<file path="src/rtl/clk_div_multi.sv">
// clk_div_multi
//   Bank of NCH independent programmable clock dividers sharing one clock.
//   Each channel counts enabled cycles up to its divisor N and emits a
//   one-cycle tick every N cycles, plus a divided clock that is either a
//   50% square wave of period 2N (mode 0) or a copy of tick (mode 1).
//
// Parameters
//   NCH      number of channels (1..16)
//   CNT_W    width of each divisor and counter
//   DEF_DIV  divisor every channel holds after reset
//
// Ports
//   clk        system clock, all logic on the rising edge
//   rst        asynchronous active-high reset
//   en         global count enable (freezes counters and clk_out when low)
//   sync       synchronous restart of every channel (div/mode kept)
//   load       one-cycle write strobe for divisor and mode
//   load_ch    channel addressed by load; values >= NCH are ignored
//   load_div   new divisor N (0 turns the channel off)
//   load_mode  new mode: 0 = square wave, 1 = pulse
//   tick       registered one-cycle strobe per channel at terminal count
//   clk_out    registered divided clock per channel
module clk_div_multi #(
    parameter int          NCH     = 4,
    parameter int          CNT_W   = 32,
    parameter int unsigned DEF_DIV = 500000
) (
    input  logic             clk,
    input  logic             rst,
    input  logic             en,
    input  logic             sync,
    input  logic             load,
    input  logic [3:0]       load_ch,
    input  logic [CNT_W-1:0] load_div,
    input  logic             load_mode,
    output logic [NCH-1:0]   tick,
    output logic [NCH-1:0]   clk_out
);

    localparam logic [CNT_W-1:0] DIV_RST = CNT_W'(DEF_DIV);
    localparam logic [CNT_W-1:0] ONE     = CNT_W'(1);

    logic [CNT_W-1:0] div_q [NCH];
    logic [CNT_W-1:0] cnt_q [NCH];
    logic [NCH-1:0]   mode_q;

    logic [NCH-1:0]   wr;    // this channel is written on this edge
    logic [NCH-1:0]   clr;   // this channel is restarted on this edge
    logic [NCH-1:0]   term;  // counter sits at N-1

    // An out-of-range load_ch never matches any index, so such writes
    // simply fall on the floor.
    always_comb begin
        wr   = '0;
        clr  = '0;
        term = '0;
        for (int unsigned i = 0; i < NCH; i++) begin
            wr[i]   = load && (32'(load_ch) == i);
            // Clearing outranks terminal count; div==0 parks the channel.
            clr[i]  = wr[i] || sync || (div_q[i] == '0);
            term[i] = (cnt_q[i] == div_q[i] - ONE);
        end
    end

    always_ff @(posedge clk or posedge rst) begin
        if (rst) begin
            for (int unsigned i = 0; i < NCH; i++) begin
                div_q[i] <= DIV_RST;
                cnt_q[i] <= '0;
            end
            mode_q  <= '0;
            tick    <= '0;
            clk_out <= '0;
        end else begin
            for (int unsigned i = 0; i < NCH; i++) begin
                if (wr[i]) begin
                    div_q[i]  <= load_div;
                    mode_q[i] <= load_mode;
                end

                if (clr[i]) begin
                    cnt_q[i]   <= '0;
                    tick[i]    <= 1'b0;
                    clk_out[i] <= 1'b0;
                end else if (!en) begin
                    // Hold count and square wave; pulse-mode clk_out
                    // follows the forced-low tick.
                    tick[i] <= 1'b0;
                    if (mode_q[i]) begin
                        clk_out[i] <= 1'b0;
                    end
                end else if (term[i]) begin
                    cnt_q[i]   <= '0;
                    tick[i]    <= 1'b1;
                    clk_out[i] <= mode_q[i] ? 1'b1 : ~clk_out[i];
                end else begin
                    cnt_q[i] <= cnt_q[i] + ONE;
                    tick[i]  <= 1'b0;
                    if (mode_q[i]) begin
                        clk_out[i] <= 1'b0;
                    end
                end
            end
        end
    end

endmodule

</file>
<file path="config.mk">
export PLATFORM = sky130hd
export DESIGN_NAME = clk_div_multi
export DESIGN_NICKNAME = d
export VERILOG_FILES = /design/src/rtl/clk_div_multi.sv
export SDC_FILE = /design/constraint.sdc
export NUM_CORES = 1
export LEC_CHECK = 0
export CAP_MARGIN = 20
export CORE_ASPECT_RATIO = 1.4
export CORE_UTILIZATION = 60
export CTS_CLUSTER_SIZE = 20
export DETAILED_ROUTE_END_ITERATION = 7
export DONT_BUFFER_PORTS = 1
export GPL_TIMING_DRIVEN = 0
export PLACE_DENSITY = 0.76
export SETUP_SLACK_MARGIN = 0.2
export SYNTH_ARGS = -nofsm -noshare
export SYNTH_HDL_FRONTEND = slang
export SYNTH_SLANG_ARGS = --single-unit
</file>
<file path="constraint.sdc">
create_clock -name clk -period 24.7 [get_ports clk]
set_input_delay 3.705 -clock clk [delete_from_list [all_inputs] [get_ports clk]]
set_output_delay 3.705 -clock clk [all_outputs]
set_load 0.1 [all_outputs]
</file>
==> impl_metrics.ini, run 1 <==
[critical_path]
cp-start-kind = input pin
critical_path_peak_fanout = 10
worstPathCellList = nor3b_1, nor2b_1, nor2b_1, clkbuf_1, a211oi_1, and2_1, clkbuf_1, nor4b_1, nand3_1, xor2_1, nor2_1
critical_path.endpoint_type = register
critical-path-max-stage-delay_ns = 0.77
critPathKind = input pin to register
critPathSlowestCell = sky130_fd_sc_hd__nor4b_1
cp.required_ns = 25.12
critical_path_arrival_ns = 7.23

[placed_design]
post-dp-hpwl_mm = 33.4
port_buffers = 0
dp_cells = 2188
gp_routability_congestion = 0.969

[synth]
synth_sequential_area_ratio = 0.396
synth.distinct_cells = 80
asyncSetResetFlopFracSynth = 1.00
syn_avg_cell_area_um2 = 9.37
synth.cell_area_um2 = 17000
net_count_synth = 1866
synth-seq-cells = 268
synth-edff-count = 0
syn-instance-count = 1816
synth-warning-count = 0
synth-main-ff-cell = sky130_fd_sc_hd__dfrtp_1

[clock_tree]
htree_num_levels = 1
post_cts.resized_instances = 0
holdBufCountCts = 0
tritoncts_clock_tree = yes
clkTransAtPathRegs_ns = 0.07
clkSinkCount = 268
cts_buffers = 27
clockBufferDepth = 3
clock_tree.root_cell = sky130_fd_sc_hd__clkbuf_16
insertion_delay_ns = 0.55
post_cts_setup_inserts = 0

[timing]
final_hold_viol_count = 0
slew_headroom = 0.229
skew_ns = 0.0113
tightest_slew_ns = 1.15
grt_setup_unrepaired = false
final_min_period_over_clock_period = 0.276
setup_tns_ns = 0
post-route-min-period_ns = 6.81
max_freq_mhz = 147
setup-violations-final = 0
final-max-slew-violation-count = 0

[flow_run]
max-cap-violations = 0

[grt]
wire_length_of_the_first_global_routing_pass_mm = 71.4
grt_antenna_before_repair = 1
maximum_number_of_pins_on_one_net_before_global_route_repair = 114
gr-total-overflow = 0
globalRouteTotalUtil = 0.315
first_global_vias = 13700

[power]
vdd_drop_max_uv = 53.2
power.static_leakage_nw = 7.49
cellPowerDensity_nw_per_um2 = 69.5

[die]
design.die.area_um2 = 29100
die_h_um = 201
placement_rows = 72
initial_utilization = 0.614
core_area_um2 = 27700
chipWidth_um = 144
top_level_ports = 50

[route]
drt-wirelength-per-cell_um = 19.9
via_total_after_detailed_routing = 14200
routed_wirelength_mm = 44.6
drt_initial_violations = 1126
post-route-drc-count = 0
drt_first_pass_iters = 7
post_drt_via_cell_ratio = 6.34
antenna_violating_nets_post_route = 0

[layout]
finalNonFillerCells = 2238
design.final.nets = 1897
syn_to_final_growth_pct = 8.03
layout.area.seq_um2 = 6740
total_area_of_multi_input_combinational_cells_um2 = 9770
drive_gt1_frac = 0.137
nFillCells = 2340

[worst_hold_path]
worstHoldPathType = register to register

[run_status]
run_status = finished clean
## flip-flops by register name, indices dropped and copies added (netlist names)
name,count
tick,4
div_q,128
mode_q,4
cnt_q,128
clk_out,4
## logic make-up after synthesis
logic type,synth area share
flops,0.396
fa+ha+maj,0.00588
mux,0.0956
xor+xnor,0.112
simple gates,0.251
compound gates,0.110
buf+inv,0.0299
## placed cells by master (no fill, tap or decap), types with 18 or more instances in the layout
cell type	count
sky130_fd_sc_hd__dfrtp_1	240
sky130_fd_sc_hd__nor2_1	176
sky130_fd_sc_hd__mux2_2	132
sky130_fd_sc_hd__nand2_1	122
sky130_fd_sc_hd__xnor2_1	109
sky130_fd_sc_hd__xor2_1	108
sky130_fd_sc_hd__nand3_1	100
sky130_fd_sc_hd__clkbuf_1	68
sky130_fd_sc_hd__nor3_1	58
sky130_fd_sc_hd__nand4_1	51
sky130_fd_sc_hd__nor4_1	50
sky130_fd_sc_hd__o21ai_0	45
sky130_fd_sc_hd__a21oi_1	41
sky130_fd_sc_hd__inv_1	40
sky130_fd_sc_hd__and3_1	35
sky130_fd_sc_hd__nor2b_1	30
sky130_fd_sc_hd__or3_1	29
sky130_fd_sc_hd__dfstp_2	28
sky130_fd_sc_hd__a22o_1	27
sky130_fd_sc_hd__clkbuf_16	27
sky130_fd_sc_hd__a221o_1	21
sky130_fd_sc_hd__or4_1	18
sky130_fd_sc_hd__o31ai_1	18
## where the power goes
| part | switching [mW] | internal (mW) |
|---|---|---|
| Combinational | 0.167 | 0.144 |
| Clock | 0.180 | 0.213 |
| Sequential | 0.0749 | 0.499 |
## cell type report
type	instances	area share
multi-input cells	1421	0.531
flip-flops and latches	268	0.367
clock buffers	36	0.0402
well taps	370	0.0252
plain buffers	86	0.0193
inverters	41	0.00878
clock inverters	13	0.00538
repair buffers	2	0.00299
diodes	1	0.000136
## worst max-delay path: cells and delay by family
family                    cells  cell delay (ns)
and+or+nand+nor               7             2.28
xor gates and xnor gates      1             0.18
AOI/OAI and AO/OA             1             0.32
buffers and inverters         2             0.71
## path summary, 6_finish.rpt
kind | start | endpoint | slack, ns | cells after the start
worst max-delay path | load_ch[3] | cnt_q[125]$_DFFE_PP0P_ | 17.90 | 11
worst min-delay path | mode_q[2]$_DFFE_PP0P_ | mode_q[2]$_DFFE_PP0P_ | 0.51 | 1
worst max register to register | div_q[0]$_DFFE_PP0P_ | cnt_q[21]$_DFFE_PP0P_ | 20.42 | 12
worst min register to register | mode_q[2]$_DFFE_PP0P_ | mode_q[2]$_DFFE_PP0P_ | 0.51 | 1
max in group asynchronous | rst | div_q[64]$_DFFE_PP0P_ | 20.34 | 3
min in group asynchronous | rst | div_q[23]$_DFFE_PP0P_ | 2.98 | 1
## stage by stage
stage / setup WS, ns / hold WS (ns) / instance area, µm² / utilization / power, mW
2_1_floorplan: 13.66 / 0.472 / 17000 / - / 0.806
3_3_place_gp: 11.00 / 0.491 / 17500 / 0.630 / 0.868
3_5_place_dp: 17.53 / 0.497 / 17500 / 0.632 / 0.885
4_1_cts: 18.06 / 0.511 / 18400 / 0.663 / 1.28
5_1_grt: 17.79 / 0.523 / 18400 / 0.663 / 1.34
6_report: 17.90 / 0.510 / 18400 / 0.663 / 1.28
## Yosys cell counts (6+ instances only)
master	instances	area share
sky130_fd_sc_hd__and4_1	14	0.0072
sky130_fd_sc_hd__a22o_1	27	0.014
sky130_fd_sc_hd__nor4b_1	12	0.0062
sky130_fd_sc_hd__nand4_1	51	0.019
sky130_fd_sc_hd__nand2_1	122	0.027
sky130_fd_sc_hd__o211ai_1	10	0.0044
sky130_fd_sc_hd__nor2_1	176	0.039
sky130_fd_sc_hd__xnor2_1	109	0.056
sky130_fd_sc_hd__dfstp_2	28	0.043
sky130_fd_sc_hd__o31ai_1	18	0.0079
sky130_fd_sc_hd__o31a_1	6	0.0031
sky130_fd_sc_hd__a31oi_1	10	0.0037
sky130_fd_sc_hd__xor2_1	108	0.056
sky130_fd_sc_hd__a21oi_1	41	0.012
sky130_fd_sc_hd__a211o_1	6	0.0031
sky130_fd_sc_hd__inv_1	41	0.0090
sky130_fd_sc_hd__a21o_1	13	0.0057
sky130_fd_sc_hd__ha_1	8	0.0059
sky130_fd_sc_hd__nor3_1	58	0.017
sky130_fd_sc_hd__mux2i_1	14	0.0082
sky130_fd_sc_hd__a221o_1	21	0.012
sky130_fd_sc_hd__and3_1	35	0.013
sky130_fd_sc_hd__nand3b_1	14	0.0062
sky130_fd_sc_hd__or3_1	29	0.011
sky130_fd_sc_hd__a211oi_1	6	0.0026
sky130_fd_sc_hd__clkbuf_1	62	0.014
sky130_fd_sc_hd__dfrtp_1	240	0.35
sky130_fd_sc_hd__and2_1	10	0.0037
sky130_fd_sc_hd__o21ai_0	45	0.013
sky130_fd_sc_hd__buf_1	9	0.0020
sky130_fd_sc_hd__nand2b_1	14	0.0051
sky130_fd_sc_hd__mux2_2	132	0.087
sky130_fd_sc_hd__nor2b_1	30	0.011
sky130_fd_sc_hd__nor4_1	50	0.018
sky130_fd_sc_hd__buf_2	11	0.0032
sky130_fd_sc_hd__or4_1	18	0.0079
sky130_fd_sc_hd__nor3b_1	11	0.0049
sky130_fd_sc_hd__or2_2	14	0.0051
sky130_fd_sc_hd__nand3_1	100	0.029
## layer usage
layer | share of wire | up-vias | GRT usage
li1 | - | 6714 | -
met1 | 0.41 | 6925 | 0.402
met2 | 0.48 | 427 | 0.515
met3 | 0.045 | 125 | 0.0328
met4 | 0.060 | 0 | 0.182
met5 | 0 | - | 0
(Power assumes the default switching activity.)
==> run 2, diff against run 1 <==
==> constraint.sdc (replaced) <==
create_clock -name clk -period 6.9 [get_ports clk]
set_input_delay 1.035 -clock clk [delete_from_list [all_inputs] [get_ports clk]]
set_output_delay 1.035 -clock clk [all_outputs]
set_load 0.1 [all_outputs]
==> run 2 against run 1 <==
Against the previous run: die area did not move; non-clock buffer count increased by 5; worst hold slack got worse by 0.10 ns; combinational power grew to 3.6 times the previous value; setup slack got worse by 15 ns; highest routed layer unchanged.
==> impl_metrics.ini, run 2 (synthesized netlist as in run 1, its figures left out) <==
[route]
drt-wirelength-per-cell_um = 20.0
drt_first_pass_iters = 5
wl_met1_mm = 18.3
wl_met2_mm = 21.7
drt_initial_violations = 969
met3RoutedLength_mm = 2.09
top_layer_reached_by_signal_wires = met4
routed_wirelength_mm = 44.9
antenna_violating_nets_post_route = 0
post-route-drc-count = 0
post_drt_via_cell_ratio = 6.34
via_total_after_detailed_routing = 14200

[placed_design]
dp_cells = 2193
dpl-instance-area_um2 = 17600
post-dp-hpwl_mm = 33.9
port_buffers = 0
gp_routability_congestion = 0.973

[layout]
mostFrequentLayoutCell = sky130_fd_sc_hd__dfrtp_1
insertedDiodeCount = 0
design.final.nets = 1902
finalNonFillerCells = 2242
final_cell_mix = sky130_fd_sc_hd__dfrtp_1, sky130_fd_sc_hd__nor2_1, sky130_fd_sc_hd__mux2_2, sky130_fd_sc_hd__nand2_1, sky130_fd_sc_hd__xnor2_1
layout.cell_area.non_filler_um2 = 18600
syn_to_final_growth_pct = 9.17
drive_gt1_frac = 0.142
largest_registers = cnt_q: 128 flops, div_q: 128 flops

[critical_path]
critical_path.endpoint_type = register
cp-start-kind = register
critPathSlowestCell = sky130_fd_sc_hd__o311ai_1
worstPathCellList = inv_1, ha_1, or4b_1, buf_2, nor4_4, nand3b_1, o311ai_1, inv_1, nand2_1, clkbuf_1, nor3_1, a221o_1
critical_path_arrival_ns = 4.68
timing.reg2reg.setup_slack_ns = 2.66
timing.critical_path.mode_cell = sky130_fd_sc_hd__inv_1
critical_path_peak_fanout = 10
critPathKind = register to register
worst-path-buf-inv = 4
cp.required_ns = 7.34
cpLargestDelayFamily = simple AND/OR/NAND/NOR gates
critical-path-max-stage-delay_ns = 0.84

[timing]
setup-violations-final = 0
final_min_period_over_clock_period = 0.614
final_hold_viol_count = 0
slew_headroom = 0.263
setup_tns_ns = 0
final-max-slew-violation-count = 0
max_freq_mhz = 236
grt_setup_unrepaired = false
tightest_slew_ns = 1.10
skew_ns = 0.0107
post-route-min-period_ns = 4.24

[grt]
globalRouteTotalUtil = 0.321
first_global_vias = 13900
wire_length_of_the_first_global_routing_pass_mm = 72.7
gr-total-overflow = 0
grt_antenna_before_repair = 0
maximum_number_of_pins_on_one_net_before_global_route_repair = 44

[die]
die_h_um = 201
chipWidth_um = 144
placement_rows = 72
design.die.area_um2 = 29100
initial_utilization = 0.614
top_level_ports = 50
core_area_um2 = 27700

[clock_tree]
clock_tree.root_cell = sky130_fd_sc_hd__clkbuf_16
tritoncts_clock_tree = yes
clkTransAtPathRegs_ns = 0.07
clockBufferDepth = 3
cts_buffers = 27
post_cts_setup_inserts = 0
htree_num_levels = 1
insertion_delay_ns = 0.56
post_cts.resized_instances = 0
holdBufCountCts = 0
clkSinkCount = 268

[flow_run]
max-cap-violations = 0

[run_status]
run_status = finished clean

[power]
cellPowerDensity_nw_per_um2 = 255
power.static_leakage_nw = 7.57
vdd_drop_max_uv = 202

[worst_hold_path]
worstHoldPathType = input pin to async pin
-- run 2: cell count changes in the layout (fill, tap and decap cells not counted), sizes merged --
cell | previous run | this run
buf | 26 | 31
clkbuf | 98 | 93
bufinv | 0 | 4
clkinv | 7 | 8
clkinvlp | 3 | 4
diode | 1 | 0
inv | 44 | 43
-- run 2: power breakdown --
part	switching (mW)	internal, mW	leakage, nW
registers	0.267	1.79	3.46
logic	0.595	0.520	3.66
clock network	0.673	0.902	0.453
-- run 2: per-stage QoR --
stage,setup slack [ns],total power [mW],utilization,hold WS [ns]
4_1_cts,2.68,4.76,0.670,0.397
5_1_grt,2.39,4.98,0.670,0.426
2_1_floorplan,2.35,2.88,-,0.472
3_3_place_gp,1.00,3.11,0.630,0.487
6_report,2.66,4.74,0.670,0.408
3_5_place_dp,2.45,3.17,0.636,0.506
-- run 2: worst paths after layout --
path                                        from                      to  depth (start not counted)
max                         div_q[0]$_DFFE_PP0P_   cnt_q[21]$_DFFE_PP0P_                         12
min                                          rst    clk_out[1]$_DFF_PP0_                          1
max reg2reg                 div_q[0]$_DFFE_PP0P_   cnt_q[21]$_DFFE_PP0P_                         12
min reg2reg                mode_q[2]$_DFFE_PP0P_   mode_q[2]$_DFFE_PP0P_                          1
max in group asynchronous                    rst  cnt_q[121]$_DFFE_PP0P_                          3
min in group clk           mode_q[2]$_DFFE_PP0P_   mode_q[2]$_DFFE_PP0P_                          1
-- run 2: layout make-up --
| cell class | instances | area [µm²] |
|---|---|---|
| well taps | 370 | 463 |
| repair buffers | 7 | 148 |
| inverters | 41 | 158 |
| fillers | 2260 | 9160 |
| clock inverters | 18 | 235 |
| plain buffers | 86 | 355 |
| flip-flops and latches | 268 | 6740 |
| clock buffers | 31 | 711 |
| multi-input cells | 1421 | 9770 |
-- run 2: layer usage --
layer / track usage / vias to the layer above
li1: - / 6717
met1: 0.402 / 6922
met2: 0.531 / 444
met3: 0.0338 / 121
met4: 0.192 / 0
met5: 0 / -
-- run 2: worst reg2reg max path, stage by stage, from the launching register on --
cell,delay (ns)
sky130_fd_sc_hd__dfrtp_1,0.44
sky130_fd_sc_hd__inv_1,0.08
sky130_fd_sc_hd__ha_1,0.28
sky130_fd_sc_hd__or4b_1,0.45
sky130_fd_sc_hd__buf_2,0.21
sky130_fd_sc_hd__nor4_4,0.31
sky130_fd_sc_hd__nand3b_1,0.17
sky130_fd_sc_hd__o311ai_1,0.84
sky130_fd_sc_hd__inv_1,0.17
sky130_fd_sc_hd__nand2_1,0.36
sky130_fd_sc_hd__clkbuf_1,0.44
sky130_fd_sc_hd__nor3_1,0.12
sky130_fd_sc_hd__a221o_1,0.27
